[src/rtl/mem_stage_if.sv]
// Execute -> memory -> write-back handshake bundle for mem_stage.
// The slave modport is the stage; the master side is execute, data memory and write-back.
interface mem_stage_if;
    logic        ex_valid;
    logic        ex_ready;
    logic [5:0]  ex_opcode;
    logic [31:0] ex_alu_result;
    logic [31:0] ex_store_data;
    logic [4:0]  ex_dest_reg;
    logic        ex_reg_write;

    logic        dmem_req;
    logic        dmem_we;
    logic [31:0] dmem_addr;
    logic [31:0] dmem_wdata;
    logic [31:0] dmem_rdata;
    logic        dmem_ack;

    logic        wb_valid;
    logic [31:0] wb_data;
    logic [4:0]  wb_dest_reg;
    logic        wb_reg_write;
    logic        wb_addr_err;
    logic        wb_bus_err;

    modport slave (
        input  ex_valid, ex_opcode, ex_alu_result, ex_store_data,
        input  ex_dest_reg, ex_reg_write, dmem_rdata, dmem_ack,
        output ex_ready, dmem_req, dmem_we, dmem_addr, dmem_wdata,
        output wb_valid, wb_data, wb_dest_reg, wb_reg_write,
        output wb_addr_err, wb_bus_err
    );

    modport master (
        output ex_valid, ex_opcode, ex_alu_result, ex_store_data,
        output ex_dest_reg, ex_reg_write, dmem_rdata, dmem_ack,
        input  ex_ready, dmem_req, dmem_we, dmem_addr, dmem_wdata,
        input  wb_valid, wb_data, wb_dest_reg, wb_reg_write,
        input  wb_addr_err, wb_bus_err
    );
endinterface

[src/rtl/mem_stage.sv]
// MIPS memory-access stage: LW/SW over a req/ack data bus, pass-through otherwise.
// Define MEM_STAGE_TIMEOUT_EN to add the watchdog that aborts unacknowledged requests.
module mem_stage #(
    parameter int unsigned TIMEOUT_CYCLES = 16
) (
    input  logic       clk,
    input  logic       rst_n,
    mem_stage_if.slave bus
);
    localparam logic [0:0] IDLE     = 1'b0;
    localparam logic [0:0] WAIT_ACK = 1'b1;
    localparam logic [5:0] OP_LW    = 6'b100011;
    localparam logic [5:0] OP_SW    = 6'b101011;

    if (TIMEOUT_CYCLES < 2 || TIMEOUT_CYCLES > 255) begin : g_bad_timeout
        $error("mem_stage: TIMEOUT_CYCLES must be in 2..255");
    end

    logic [0:0]  r_state;
    logic        r_req;
    logic        r_we;
    logic [31:0] r_addr;
    logic [31:0] r_wdata;
    logic [4:0]  r_dest;
    logic        r_rw;
    logic        r_wb_valid;
    logic [31:0] r_wb_data;
    logic [4:0]  r_wb_dest;
    logic        r_wb_rw;
    logic        r_wb_aerr;
    logic        r_wb_berr;

    logic w_idle;
    logic w_acc;
    logic w_mem;
    logic w_mis;
    logic w_done;
    logic w_to;

    assign w_idle = (r_state == IDLE);
    assign w_acc  = bus.ex_valid && w_idle;
    assign w_mem  = (bus.ex_opcode == OP_LW) || (bus.ex_opcode == OP_SW);
    assign w_mis  = (bus.ex_alu_result[1:0] != 2'b00);
    assign w_done = !w_idle && bus.dmem_ack;

`ifdef MEM_STAGE_TIMEOUT_EN
    logic [7:0] r_wdog;

    // Ack on the expiry edge is excluded so a late ack still completes.
    assign w_to = !w_idle && !bus.dmem_ack &&
                  (r_wdog == 8'(TIMEOUT_CYCLES - 1));

    always_ff @(posedge clk or negedge rst_n) begin
        if (!rst_n) begin
            r_wdog <= 8'd0;
        end else if (w_acc && w_mem && !w_mis) begin
            r_wdog <= 8'd0;
        end else if (!w_idle && !bus.dmem_ack) begin
            r_wdog <= r_wdog + 8'd1;
        end
    end
`else
    assign w_to = 1'b0;
`endif

    always_ff @(posedge clk or negedge rst_n) begin
        if (!rst_n) begin
            r_state    <= IDLE;
            r_req      <= 1'b0;
            r_we       <= 1'b0;
            r_addr     <= 32'd0;
            r_wdata    <= 32'd0;
            r_dest     <= 5'd0;
            r_rw       <= 1'b0;
            r_wb_valid <= 1'b0;
            r_wb_data  <= 32'd0;
            r_wb_dest  <= 5'd0;
            r_wb_rw    <= 1'b0;
            r_wb_aerr  <= 1'b0;
            r_wb_berr  <= 1'b0;
        end else begin
            r_wb_valid <= 1'b0;
            r_wb_aerr  <= 1'b0;
            r_wb_berr  <= 1'b0;
            unique case (1'b1)
                w_acc && !w_mem: begin
                    r_wb_valid <= 1'b1;
                    r_wb_data  <= bus.ex_alu_result;
                    r_wb_dest  <= bus.ex_dest_reg;
                    r_wb_rw    <= bus.ex_reg_write;
                end
                w_acc && w_mem && w_mis: begin
                    r_wb_valid <= 1'b1;
                    r_wb_aerr  <= 1'b1;
                    r_wb_data  <= bus.ex_alu_result;
                    r_wb_dest  <= bus.ex_dest_reg;
                    r_wb_rw    <= 1'b0;
                end
                w_acc && w_mem && !w_mis: begin
                    r_state <= WAIT_ACK;
                    r_req   <= 1'b1;
                    r_we    <= (bus.ex_opcode == OP_SW);
                    r_addr  <= bus.ex_alu_result;
                    r_wdata <= bus.ex_store_data;
                    r_dest  <= bus.ex_dest_reg;
                    r_rw    <= bus.ex_reg_write;
                end
                w_done: begin
                    r_state    <= IDLE;
                    r_req      <= 1'b0;
                    r_wb_valid <= 1'b1;
                    r_wb_data  <= r_we ? r_addr : bus.dmem_rdata;
                    r_wb_dest  <= r_dest;
                    r_wb_rw    <= r_we ? 1'b0 : r_rw;
                end
                w_to: begin
                    r_state    <= IDLE;
                    r_req      <= 1'b0;
                    r_wb_valid <= 1'b1;
                    r_wb_berr  <= 1'b1;
                    r_wb_data  <= r_addr;
                    r_wb_dest  <= r_dest;
                    r_wb_rw    <= 1'b0;
                end
                default: ;
            endcase
        end
    end

    assign bus.ex_ready     = w_idle;
    assign bus.dmem_req     = r_req;
    assign bus.dmem_we      = r_we;
    assign bus.dmem_addr    = r_addr;
    assign bus.dmem_wdata   = r_wdata;
    assign bus.wb_valid     = r_wb_valid;
    assign bus.wb_data      = r_wb_data;
    assign bus.wb_dest_reg  = r_wb_dest;
    assign bus.wb_reg_write = r_wb_rw;
    assign bus.wb_addr_err  = r_wb_aerr;
    assign bus.wb_bus_err   = r_wb_berr;
endmodule

[src/flat_wrapper.sv]
// flat-port wrapper written by rule: the top's interface ports become plain ports
module mem_stage_flat 
#(
    parameter int unsigned TIMEOUT_CYCLES = 16
)
  (clk, rst_n, bus_ex_valid, bus_ex_opcode, bus_ex_alu_result, bus_ex_store_data, bus_ex_dest_reg, bus_ex_reg_write, bus_dmem_rdata, bus_dmem_ack, bus_ex_ready, bus_dmem_req, bus_dmem_we, bus_dmem_addr, bus_dmem_wdata, bus_wb_valid, bus_wb_data, bus_wb_dest_reg, bus_wb_reg_write, bus_wb_addr_err, bus_wb_bus_err);
  mem_stage_if bus_i ();
  input  logic clk;
  input  logic rst_n;
  input wire logic [$bits(bus_i.ex_valid)-1:0] bus_ex_valid;
  input wire logic [$bits(bus_i.ex_opcode)-1:0] bus_ex_opcode;
  input wire logic [$bits(bus_i.ex_alu_result)-1:0] bus_ex_alu_result;
  input wire logic [$bits(bus_i.ex_store_data)-1:0] bus_ex_store_data;
  input wire logic [$bits(bus_i.ex_dest_reg)-1:0] bus_ex_dest_reg;
  input wire logic [$bits(bus_i.ex_reg_write)-1:0] bus_ex_reg_write;
  input wire logic [$bits(bus_i.dmem_rdata)-1:0] bus_dmem_rdata;
  input wire logic [$bits(bus_i.dmem_ack)-1:0] bus_dmem_ack;
  output wire logic [$bits(bus_i.ex_ready)-1:0] bus_ex_ready;
  output wire logic [$bits(bus_i.dmem_req)-1:0] bus_dmem_req;
  output wire logic [$bits(bus_i.dmem_we)-1:0] bus_dmem_we;
  output wire logic [$bits(bus_i.dmem_addr)-1:0] bus_dmem_addr;
  output wire logic [$bits(bus_i.dmem_wdata)-1:0] bus_dmem_wdata;
  output wire logic [$bits(bus_i.wb_valid)-1:0] bus_wb_valid;
  output wire logic [$bits(bus_i.wb_data)-1:0] bus_wb_data;
  output wire logic [$bits(bus_i.wb_dest_reg)-1:0] bus_wb_dest_reg;
  output wire logic [$bits(bus_i.wb_reg_write)-1:0] bus_wb_reg_write;
  output wire logic [$bits(bus_i.wb_addr_err)-1:0] bus_wb_addr_err;
  output wire logic [$bits(bus_i.wb_bus_err)-1:0] bus_wb_bus_err;
  assign bus_i.ex_valid = bus_ex_valid;
  assign bus_i.ex_opcode = bus_ex_opcode;
  assign bus_i.ex_alu_result = bus_ex_alu_result;
  assign bus_i.ex_store_data = bus_ex_store_data;
  assign bus_i.ex_dest_reg = bus_ex_dest_reg;
  assign bus_i.ex_reg_write = bus_ex_reg_write;
  assign bus_i.dmem_rdata = bus_dmem_rdata;
  assign bus_i.dmem_ack = bus_dmem_ack;
  assign bus_ex_ready = bus_i.ex_ready;
  assign bus_dmem_req = bus_i.dmem_req;
  assign bus_dmem_we = bus_i.dmem_we;
  assign bus_dmem_addr = bus_i.dmem_addr;
  assign bus_dmem_wdata = bus_i.dmem_wdata;
  assign bus_wb_valid = bus_i.wb_valid;
  assign bus_wb_data = bus_i.wb_data;
  assign bus_wb_dest_reg = bus_i.wb_dest_reg;
  assign bus_wb_reg_write = bus_i.wb_reg_write;
  assign bus_wb_addr_err = bus_i.wb_addr_err;
  assign bus_wb_bus_err = bus_i.wb_bus_err;
  mem_stage #(.TIMEOUT_CYCLES(TIMEOUT_CYCLES)) u_core (.clk(clk), .rst_n(rst_n), .bus(bus_i));
endmodule
[config.mk]
export PLATFORM = sky130hd
export DESIGN_NAME = mem_stage_flat
export DESIGN_NICKNAME = d
export VERILOG_FILES = /design/src/rtl/mem_stage_if.sv /design/src/rtl/mem_stage.sv /design/src/flat_wrapper.sv
export SDC_FILE = /design/constraint.sdc
export NUM_CORES = 1
export LEC_CHECK = 0
export CORE_AREA = 2 2 126 128
export DETAILED_ROUTE_END_ITERATION = 10
export DIE_AREA = 0 0 128 130
export GPL_TIMING_DRIVEN = 0
export HOLD_SLACK_MARGIN = 0.02
export PLACE_DENSITY_LB_ADDON = 0.05
export SETUP_SLACK_MARGIN = 0.15
export SLEW_MARGIN = 20
export SYNTH_ARGS = -nofsm -noshare
export SYNTH_HDL_FRONTEND = slang
export SYNTH_SLANG_ARGS = --single-unit
[constraint.sdc]
create_clock -name clk -period 1.7 [get_ports clk]
set_input_delay 0.255 -clock clk [delete_from_list [all_inputs] [get_ports clk]]
set_output_delay 0.255 -clock clk [all_outputs]
set_load 0.005 [all_outputs]
==> flow_summary.yaml, run 1 <==
power:
  powerDensity_mw_per_mm2: 758
  p_leak_nw: 4.06
  ir_drop_v: 0.000443
synthesis:
  ys_seq_area_share_pct: 53.6
  syn_nets: 511
  synth_area_mm2: 0.00523
  synth-edff-count: 0
  async_flop_share_pct: 100
  ys_ff_latch: 112
  synthCells: 399
  yosys_warnings: 0
  yosysMostFrequentCell: "dfrtp_1"
  ys_top_cells_by_count: "dfrtp_1, mux2_2, nor2_1, mux2i_1"
  yosysUniqueCellTypes: 32
  syn_avg_cell_area_um2: 13.1
  synthTopCellsByArea: "dfrtp_1, mux2_2, mux2i_1"
  synth_top_cell_by_area: "dfrtp_1"
  yosys_most_used_dff: "dfrtp_1"
  synth_top_area_share_pct: 53.6
clock_tree:
  htree_levels: 3
  cts_tree: "done"
  clock_latency_ns: 0.35
  clk_pin_slew_ns: 0.08
  clockBufferDepth: 2
  cts_sinks: 112
  root_buffer: "clkbuf_16"
  cts-buffers-inserted: 9
setup_path:
  path_max_fanout: 6
  cp-end-kind: "flip-flop"
  required_ns: 1.94
  reg2reg_depth: 6
  path_class: "reg -> reg"
  critPathArrivalTime_ns: 1.91
  startpoint_type: "flip-flop"
global_route:
  overflow: 0
  grt_pass1_vias: 4591
  grt_max_degree: 58
  antenna_found_initial: 0
  grt_pass1_wl_um: 25400
  grt_usage_pct: 19.8
detailed_routing:
  ant_nets: 0
  num_vias: 4359
  wl_per_cell_um: 20.1
  drt-total-wl_um: 17200
  viasPerCell: 5.10
  dr.pass1.iters: 4
  drtIter0Drc: 215
  drt_drc_violations_left: 0
timing:
  final.setup.tns_ns: 0
  fmax_ghz: 0.598
  fin_crit_sh_pct: 98.3
  min_period_ns: 1.67
  finalMaxSlewViolations: 0
  setup_viol: 0
  slew_headroom_pct: 38.1
  holdWs_ns: 0.262
  rsz0062_at_grt: "true"
  tightest_slew_ns: 0.916
  skew_ns: 0.0109
  hold_violations: 0
final_layout:
  multiInputGateArea_mm2: 0.00248
  layoutNonFillerInstCount: 855
  finalNetCount: 770
  area_delta_synth_final_pct: 69.6
  diodes: 0
  fill_cells: 1362
  drive_gt1_share_pct: 25.5
  finalInstanceArea_mm2: 0.00887
  seq_area_mm2: 0.00280
die:
  die_area_mm2: 0.0166
  rows: 46
  die_x_um: 128
  coreArea_mm2: 0.0154
  io_pins: 220
  initial_core_util_pct: 33.9
  dieHeight_um: 130
outcome:
  status: "completed"
placed_design:
  dpl-instance-area_mm2: 0.00776
  hpwlAfterDp_um: 11400
  globalplace.congestion: 0.732
  post-place-cells: 809
  portBuffers: 217
hold_path:
  hold_path_class: "in -> reg"
  min_path_cells: 4
run:
  maxCapViolCount: 0
cell usage in the layout, fill, tap and decap left out, types with 3 or more instances in the layout:
cell / instances
buf_8: 7
buf_4: 18
clkbuf_16: 13
o2bb2ai_1: 3
o211a_1: 30
dlygate4sd2_1: 3
mux2i_1: 31
buf_6: 17
mux2_4: 60
clkbuf_2: 6
nand4_1: 6
a311o_1: 30
dfrtp_1: 112
mux2_2: 14
dlymetal6s2s_1: 9
o211ai_1: 5
clkbuf_8: 3
nor2b_1: 5
a22oi_1: 5
clkdlybuf4s50_1: 199
buf_12: 9
buf_2: 6
nand2_1: 8
nor2_1: 33
per-stage QoR:
step           setup slack [ns]  total power [mW]  util, %
2_1_floorplan            0.0930              3.51        -
3_3_place_gp              -4.26              4.39     50.1
3_5_place_dp             -0.705              4.42     50.3
4_1_cts                 0.00230              6.73     55.3
5_1_grt                 -0.0194              7.04     57.5
6_report                 0.0284              6.73     57.5
metal layers:
layer	up-vias	wire, um	part of all wire, %	track usage (%)
met1	2156	7730	45	27.0
met3	25	1020	5.9	4.31
met4	0	378	2.2	7.05
met5	-	0	0	0
li1	2023	-	-	-
met2	155	8040	47	31.3
cells by family after synthesis:
logic type             after synthesis  share of synthesized area, %
DFF                                112                          53.6
muxes                              106                          22.0
AOI/OAI and AO/OA                   79                          14.5
and+or+nand+nor                     62                          5.62
buffers and inverters               39                          4.23
other                                1                        0.0717
path summary, 6_finish.rpt:
check	from	to	slack, ns
worst max-delay path	u_core.bus.dmem_req	u_core.bus.dmem_addr[10]	0.03
worst min-delay path	bus_ex_opcode[4]	u_core.bus.wb_addr_err	0.26
worst max register to register	u_core.bus.dmem_req	u_core.bus.dmem_addr[10]	0.03
worst min register to register	u_core.bus.dmem_wdata[19]	u_core.bus.dmem_wdata[19]	0.51
max in group asynchronous	rst_n	u_core.bus.wb_data[6]	0.57
min in group asynchronous	rst_n	u_core.bus.dmem_addr[20]	0.45
final cells by class:
cell class                      instances  area share, %
Sequential cell                       112           31.6
Timing Repair Buffer                  247           29.1
Multi-Input combinational cell        249           28.0
Buffer                                 38           5.13
Clock buffer                           11           2.74
Tap cell                              192           2.71
Clock inverter                          5          0.719
Inverter                                1         0.0423
where the power goes:
group          switching [mW]  internal [mW]
registers               0.148           2.89
clock network            1.01           1.20
logic                   0.489          0.997
total                    1.65           5.08
worst max-delay path: stages (launching register included):
cell,delay [ns]
dfrtp_1,0.38
nor2b_1,0.12
buf_4,0.12
and4_4,0.22
buf_12,0.12
bufbuf_16,0.26
mux2_2,0.33
what timing repair did:
action | CTS | global route
hold buffers | 1 | 0
resized for setup | 103 | 60
hold endpoints to repair | 56 | 0
buffers inserted | 12 | 7
pin swaps | 29 | 10
gates cloned | 2 | 8
endpoints found under the setup margin | 111 | 111
Note: power is estimated with default switching activity, not from simulation.
==> run 2: changes to the inputs <==
--- a/config.mk
+++ b/config.mk
@@ -10,7 +10,7 @@
 export DIE_AREA = 0 0 128 130
 export GPL_TIMING_DRIVEN = 0
 export HOLD_SLACK_MARGIN = 0.02
-export PLACE_DENSITY_LB_ADDON = 0.05
+export PLACE_DENSITY = 0.74
 export SETUP_SLACK_MARGIN = 0.15
 export SLEW_MARGIN = 20
 export SYNTH_ARGS = -nofsm -noshare
==> flow_summary.yaml, run 2 (synthesis results as in run 1) <==
clock_tree:
  cts_sinks: 112
  cts_tree: "done"
  root_buffer: "clkbuf_16"
  clk_pin_slew_ns: 0.08
  clock_latency_ns: 0.35
  htree_levels: 3
  clockBufferDepth: 2
  cts-buffers-inserted: 9
global_route:
  antenna_found_initial: 0
  grt_max_degree: 59
  overflow: 0
  grt_pass1_vias: 4578
  grt_pass1_wl_um: 24800
  grt_usage_pct: 19.3
setup_path:
  cp-end-kind: "flip-flop"
  path_max_fanout: 6
  critPathArrivalTime_ns: 1.91
  startpoint_type: "flip-flop"
  path_class: "reg -> reg"
  required_ns: 1.94
die:
  initial_core_util_pct: 33.9
  coreArea_mm2: 0.0154
  die_x_um: 128
  io_pins: 220
  dieHeight_um: 130
  die_area_mm2: 0.0166
  rows: 46
timing:
  holdWs_ns: 0.187
  setup_viol: 0
  skew_ns: 0.00595
  rsz0062_at_grt: "true"
  tightest_slew_ns: 0.857
  fin_crit_sh_pct: 98.2
  finalMaxSlewViolations: 0
  slew_headroom_pct: 42.0
  hold_violations: 0
  fmax_ghz: 0.599
  min_period_ns: 1.67
final_layout:
  fill_cells: 1293
  drive_gt1_share_pct: 25.7
  multiInputGateArea_mm2: 0.00241
  finish.utilization_pct: 56.9
  finalNetCount: 768
  layout_common_cells: "clkdlybuf4s50_1, dfrtp_1, mux2_4"
  seq_area_mm2: 0.00280
  diodes: 0
  area_delta_synth_final_pct: 67.7
  final_common_cell: "clkdlybuf4s50_1"
placed_design:
  portBuffers: 217
  globalplace.congestion: 0.833
  hpwlAfterDp_um: 11800
detailed_routing:
  drt_drc_violations_left: 0
  viasPerCell: 5.16
  drt-total-wl_um: 17200
  ant_nets: 0
  dr.pass1.iters: 6
  num_vias: 4398
  wl_per_cell_um: 20.2
  drtIter0Drc: 191
power:
  powerDensity_mw_per_mm2: 747
  p_leak_nw: 4.11
  ir_drop_v: 0.000507
  power.total_mw: 6.55
run:
  maxCapViolCount: 0
hold_path:
  hold_path_class: "in -> reg"
outcome:
  status: "completed"
==> run 2: changes by cell type in the layout (fill, tap and decap cells not counted), moves of 2 or more <==
| cell | delta |
|---|---|
| clkdlybuf4s50_1 | -6 |
| mux2_2 | +15 |
| dlymetal6s2s_1 | +4 |
| mux2_4 | -15 |
| nor2_2 | +2 |
| buf_6 | +3 |
| dlygate4sd2_1 | +2 |
| buf_4 | +2 |
| clkinv_2 | +3 |
| buf_8 | -3 |
==> run 2: power by group <==
part           switching (mW)  leakage (nW)  total (mW)  internal [mW]
clock                   0.987         0.141        2.06           1.07
combinational           0.481          2.50        1.45          0.970
sequential              0.154          1.47        3.04           2.89
==> run 2: timing repair <==
| item | CTS | global route |
|---|---|---|
| hold buffers | 1 | 0 |
| buffers inserted | 14 | 5 |
| endpoints found under the hold margin | 57 | 0 |
| pin swaps | 3 | 34 |
| gates cloned | 3 | 5 |
| setup endpoints to repair | 112 | 123 |
| resized for setup | 79 | 83 |
==> run 2: path summary, 6_finish.rpt <==
path / start / to / slack, ns / cells past startpoint
setup / recovery: u_core.bus.dmem_req / u_core.bus.dmem_addr[9] / 0.03 / 7
hold / removal: bus_ex_opcode[4] / u_core.bus.wb_addr_err / 0.19 / 4
setup reg to reg: u_core.bus.dmem_req / u_core.bus.dmem_addr[9] / 0.03 / 7
hold reg to reg: u_core.r_rw / u_core.r_rw / 0.51 / 1
max in group asynchronous: rst_n / u_core.r_rw / 0.56 / 3
min in group asynchronous: rst_n / u_core.bus.dmem_wdata[6] / 0.45 / 2
==> run 2: routing by layer <==
layer / routed length, um / GRT usage, % / part of all wire, %
met4: 234 / 5.62 / 1.4
met1: 7370 / 24.0 / 43
met3: 1030 / 4.43 / 6.0
met5: 0 / 0 / 0
met2: 8600 / 33.8 / 50
==> run 2: area by class of cell <==
type                       instances  share of cell area (%)
sequential                       112                    31.9
timing repair buffer             246                    29.6
multi-input combinational        248                    27.4
buffer                            38                    5.05
clock buffer                      11                    2.88
tap                              192                    2.74
clock inverter                     5                   0.356
inverter                           1                  0.0428
==> run 2: metrics by stage <==
step	area (um^2)	cells	worst slack, ns	TNS [ns]
6_report	8780	853	0.0310	0
5_1_grt	8780	853	-0.0352	-0.759
4_1_cts	8420	843	0.0228	0
3_5_place_dp	7760	809	-0.693	-54.69
3_3_place_gp	7730	808	-3.97	-496.40
2_1_floorplan	5320	399	0.0930	0
==> run 2: worst max-delay path, stage by stage, from the launching register on <==
cell and delay [ns]:
dfrtp_1 0.39, nor2b_1 0.11, buf_4 0.12, and4_4 0.22, buf_12 0.13, buf_12 0.12, clkbuf_16 0.15, mux2_2 0.32
==> run 3: changes to the inputs <==
--- a/config.mk
+++ b/config.mk
@@ -11,7 +11,7 @@
 export GPL_TIMING_DRIVEN = 0
 export HOLD_SLACK_MARGIN = 0.02
 export PLACE_DENSITY = 0.74
-export SETUP_SLACK_MARGIN = 0.15
+export SETUP_SLACK_MARGIN = 0.5
 export SLEW_MARGIN = 20
 export SYNTH_ARGS = -nofsm -noshare
 export SYNTH_HDL_FRONTEND = slang
==> flow_summary.yaml, run 3 (synthesis results as in run 1) <==
global_route:
  antenna_found_initial: 0
  grt_max_degree: 63
  grt_pass1_vias: 4923
  overflow: 0
  grt_pass1_wl_um: 27300
  grt_usage_pct: 21.2
final_layout:
  fill_cells: 1215
  finalInstanceArea_mm2: 0.00958
  diodes: 0
  layout_common_cells: "dfrtp_1, clkdlybuf4s50_1, buf_2"
  finalNetCount: 833
  final_common_cell: "dfrtp_1"
  drive_gt1_share_pct: 47.7
  area_delta_synth_final_pct: 83.0
  layoutNonFillerInstCount: 918
power:
  netSwitchingFraction_pct: 26.1
  p_leak_nw: 4.98
  clkPwrFrac_pct: 32.5
  ir_drop_v: 0.000434
  p_seq_share_pct: 43.5
  power_frac_comb_pct: 24.0
  powerDensity_mw_per_mm2: 724
  p_sw_mw: 1.81
  intPower_mw: 5.12
die:
  coreArea_mm2: 0.0154
  die_x_um: 128
  initial_core_util_pct: 33.9
  io_pins: 220
  rows: 46
  dieHeight_um: 130
  die_area_mm2: 0.0166
timing:
  fmax_ghz: 0.604
  hold_violations: 0
  min_period_ns: 1.66
  fin_crit_sh_pct: 97.5
  rsz0062_at_grt: "true"
  slew_headroom_pct: 43.3
  skew_ns: 0.00959
  finalMaxSlewViolations: 0
  postLayoutSetupSlackWorst_ns: 0.0432
  tightest_slew_ns: 0.839
  setup_viol: 0
run:
  maxCapViolCount: 0
hold_path:
  hp-start: "bus_ex_opcode[4]"
  hold_path_class: "in -> reg"
  hold_end: "u_core.bus.wb_addr_err"
  min_path_cells: 4
placed_design:
  dpl-instance-area_mm2: 0.00797
  hpwlAfterDp_um: 11700
  portBuffers: 217
  post-place-cells: 809
  pre_cts_slack_ns: -0.683
  globalplace.congestion: 0.739
detailed_routing:
  ant_nets: 0
  drt_drc_violations_left: 0
  drt-total-wl_um: 18500
  viasPerCell: 5.10
  drtIter0Drc: 175
  dr.pass1.iters: 4
  wl_per_cell_um: 20.2
  num_vias: 4678
setup_path:
  r2r_start: "u_core.bus.dmem_req"
  startpoint_type: "flip-flop"
  reg2reg_depth: 6
  cp-end-kind: "flip-flop"
  r2r-end: "u_core.bus.dmem_addr[4]"
  slowest_stage: "dfrtp_1"
  cp_top_family: "buffers and inverters"
  critPathArrivalTime_ns: 1.89
  worst-path-buf-inv: 3
  required_ns: 1.93
  path_max_fanout: 10
  cp_cell_sequence: "nor2b_4 -> buf_6 -> and4_4 -> clkbuf_16 -> buf_12 -> mux2_4"
  slowest_delay_ns: 0.43
  path_class: "reg -> reg"
  r2r_slack_ns: 0.04
clock_tree:
  clk_pin_slew_ns: 0.08
  clockBufferDepth: 2
  cts_tree: "done"
  cts_sinks: 112
  cts-buffers-inserted: 9
  htree_levels: 3
  clock_latency_ns: 0.35
  root_buffer: "clkbuf_16"
outcome:
  status: "completed"
-- run 3: changes by cell type in the layout (fill, tap and decap cells not counted), moves of 17 or more --
cell	delta
clkdlybuf4s50_1	-92
buf_4	+47
buf_2	+64
mux2_4	+19
nor2_4	+19
mux2_2	-19
nor2_1	-17
dlymetal6s2s_1	+19
-- run 3: metrics by stage --
| step | setup TNS [ns] | power [mW] | utilization, % | hold slack, ns |
|---|---|---|---|---|
| finish | 0 | 6.93 | 62.1 | 0.182 |
| global route | 0 | 7.21 | 62.1 | 0.189 |
| CTS | 0 | 6.91 | 59.5 | 0.199 |
| detailed placement | -55.75 | 4.49 | 51.7 | 0.284 |
| global placement | -488.43 | 4.45 | 51.5 | 0.491 |
| floorplan | 0 | 3.58 | - | -0.0406 |
-- run 3: how the worst max path moves through the flow --
stage | startpoint | to | slack [ns] | cells after the start
after CTS | u_core.bus.dmem_req | u_core.bus.dmem_addr[10] | 0.04 | 6
after global routing | u_core.bus.dmem_req | u_core.bus.dmem_addr[4] | 0.001 | 6
final | u_core.bus.dmem_req | u_core.bus.dmem_addr[4] | 0.04 | 6
after global placement | rst_n | u_core.bus.dmem_addr[17] | -3.89 | 1
after floorplan | bus_ex_alu_result[1] | u_core.bus.wb_data[10] | 0.09 | 5
after detailed placement | bus_ex_alu_result[1] | u_core.bus.wb_dest_reg[1] | -0.68 | 6
-- run 3: per-layer routing --
layer / wire, um / track usage [%] / up-vias
met2: 9650 / 37.6 / 159
met1: 7550 / 26.4 / 2340
li1: - / - / 2147
met5: 0 / 0 / -
met4: 435 / 7.50 / 0
met3: 904 / 3.57 / 32
-- run 3: area by class of cell --
type | count | area (um^2) | share of cell area (%)
plain buffers | 38 | 592 | 6.18
clock buffers | 9 | 225 | 2.35
clock inverters | 7 | 87.6 | 0.914
inverters | 1 | 8.76 | 0.0914
multi-input cells | 248 | 2770 | 28.9
flip-flops and latches | 112 | 2800 | 29.3
well taps | 192 | 240 | 2.51
repair buffers | 311 | 2860 | 29.8
-- run 3: worst min-delay path, cell delays in order --
cell and delay [ns]:
buf_6 0.08, nor2b_1 0.07, nand3_1 0.07, nor2_1 0.03
-- run 3: power by group through the flow --
stage,registers (mW),logic (mW),clock network [mW]
2_1_floorplan,3.09,0.488,0
3_3_place_gp,3.09,1.36,0
3_5_place_dp,3.09,1.40,0
4_1_cts,3.02,1.61,2.29
5_1_grt,3.04,1.77,2.39
6_report,3.02,1.66,2.25
-- run 3: what timing repair did --
item,4_1_cts,5_1_grt
gates cloned,11,3
hold endpoints to repair,61,0
endpoints found under the setup margin,219,206
setup buffers,71,7
hold buffers,1,0
resized for setup,436,109
pin swaps,48,27
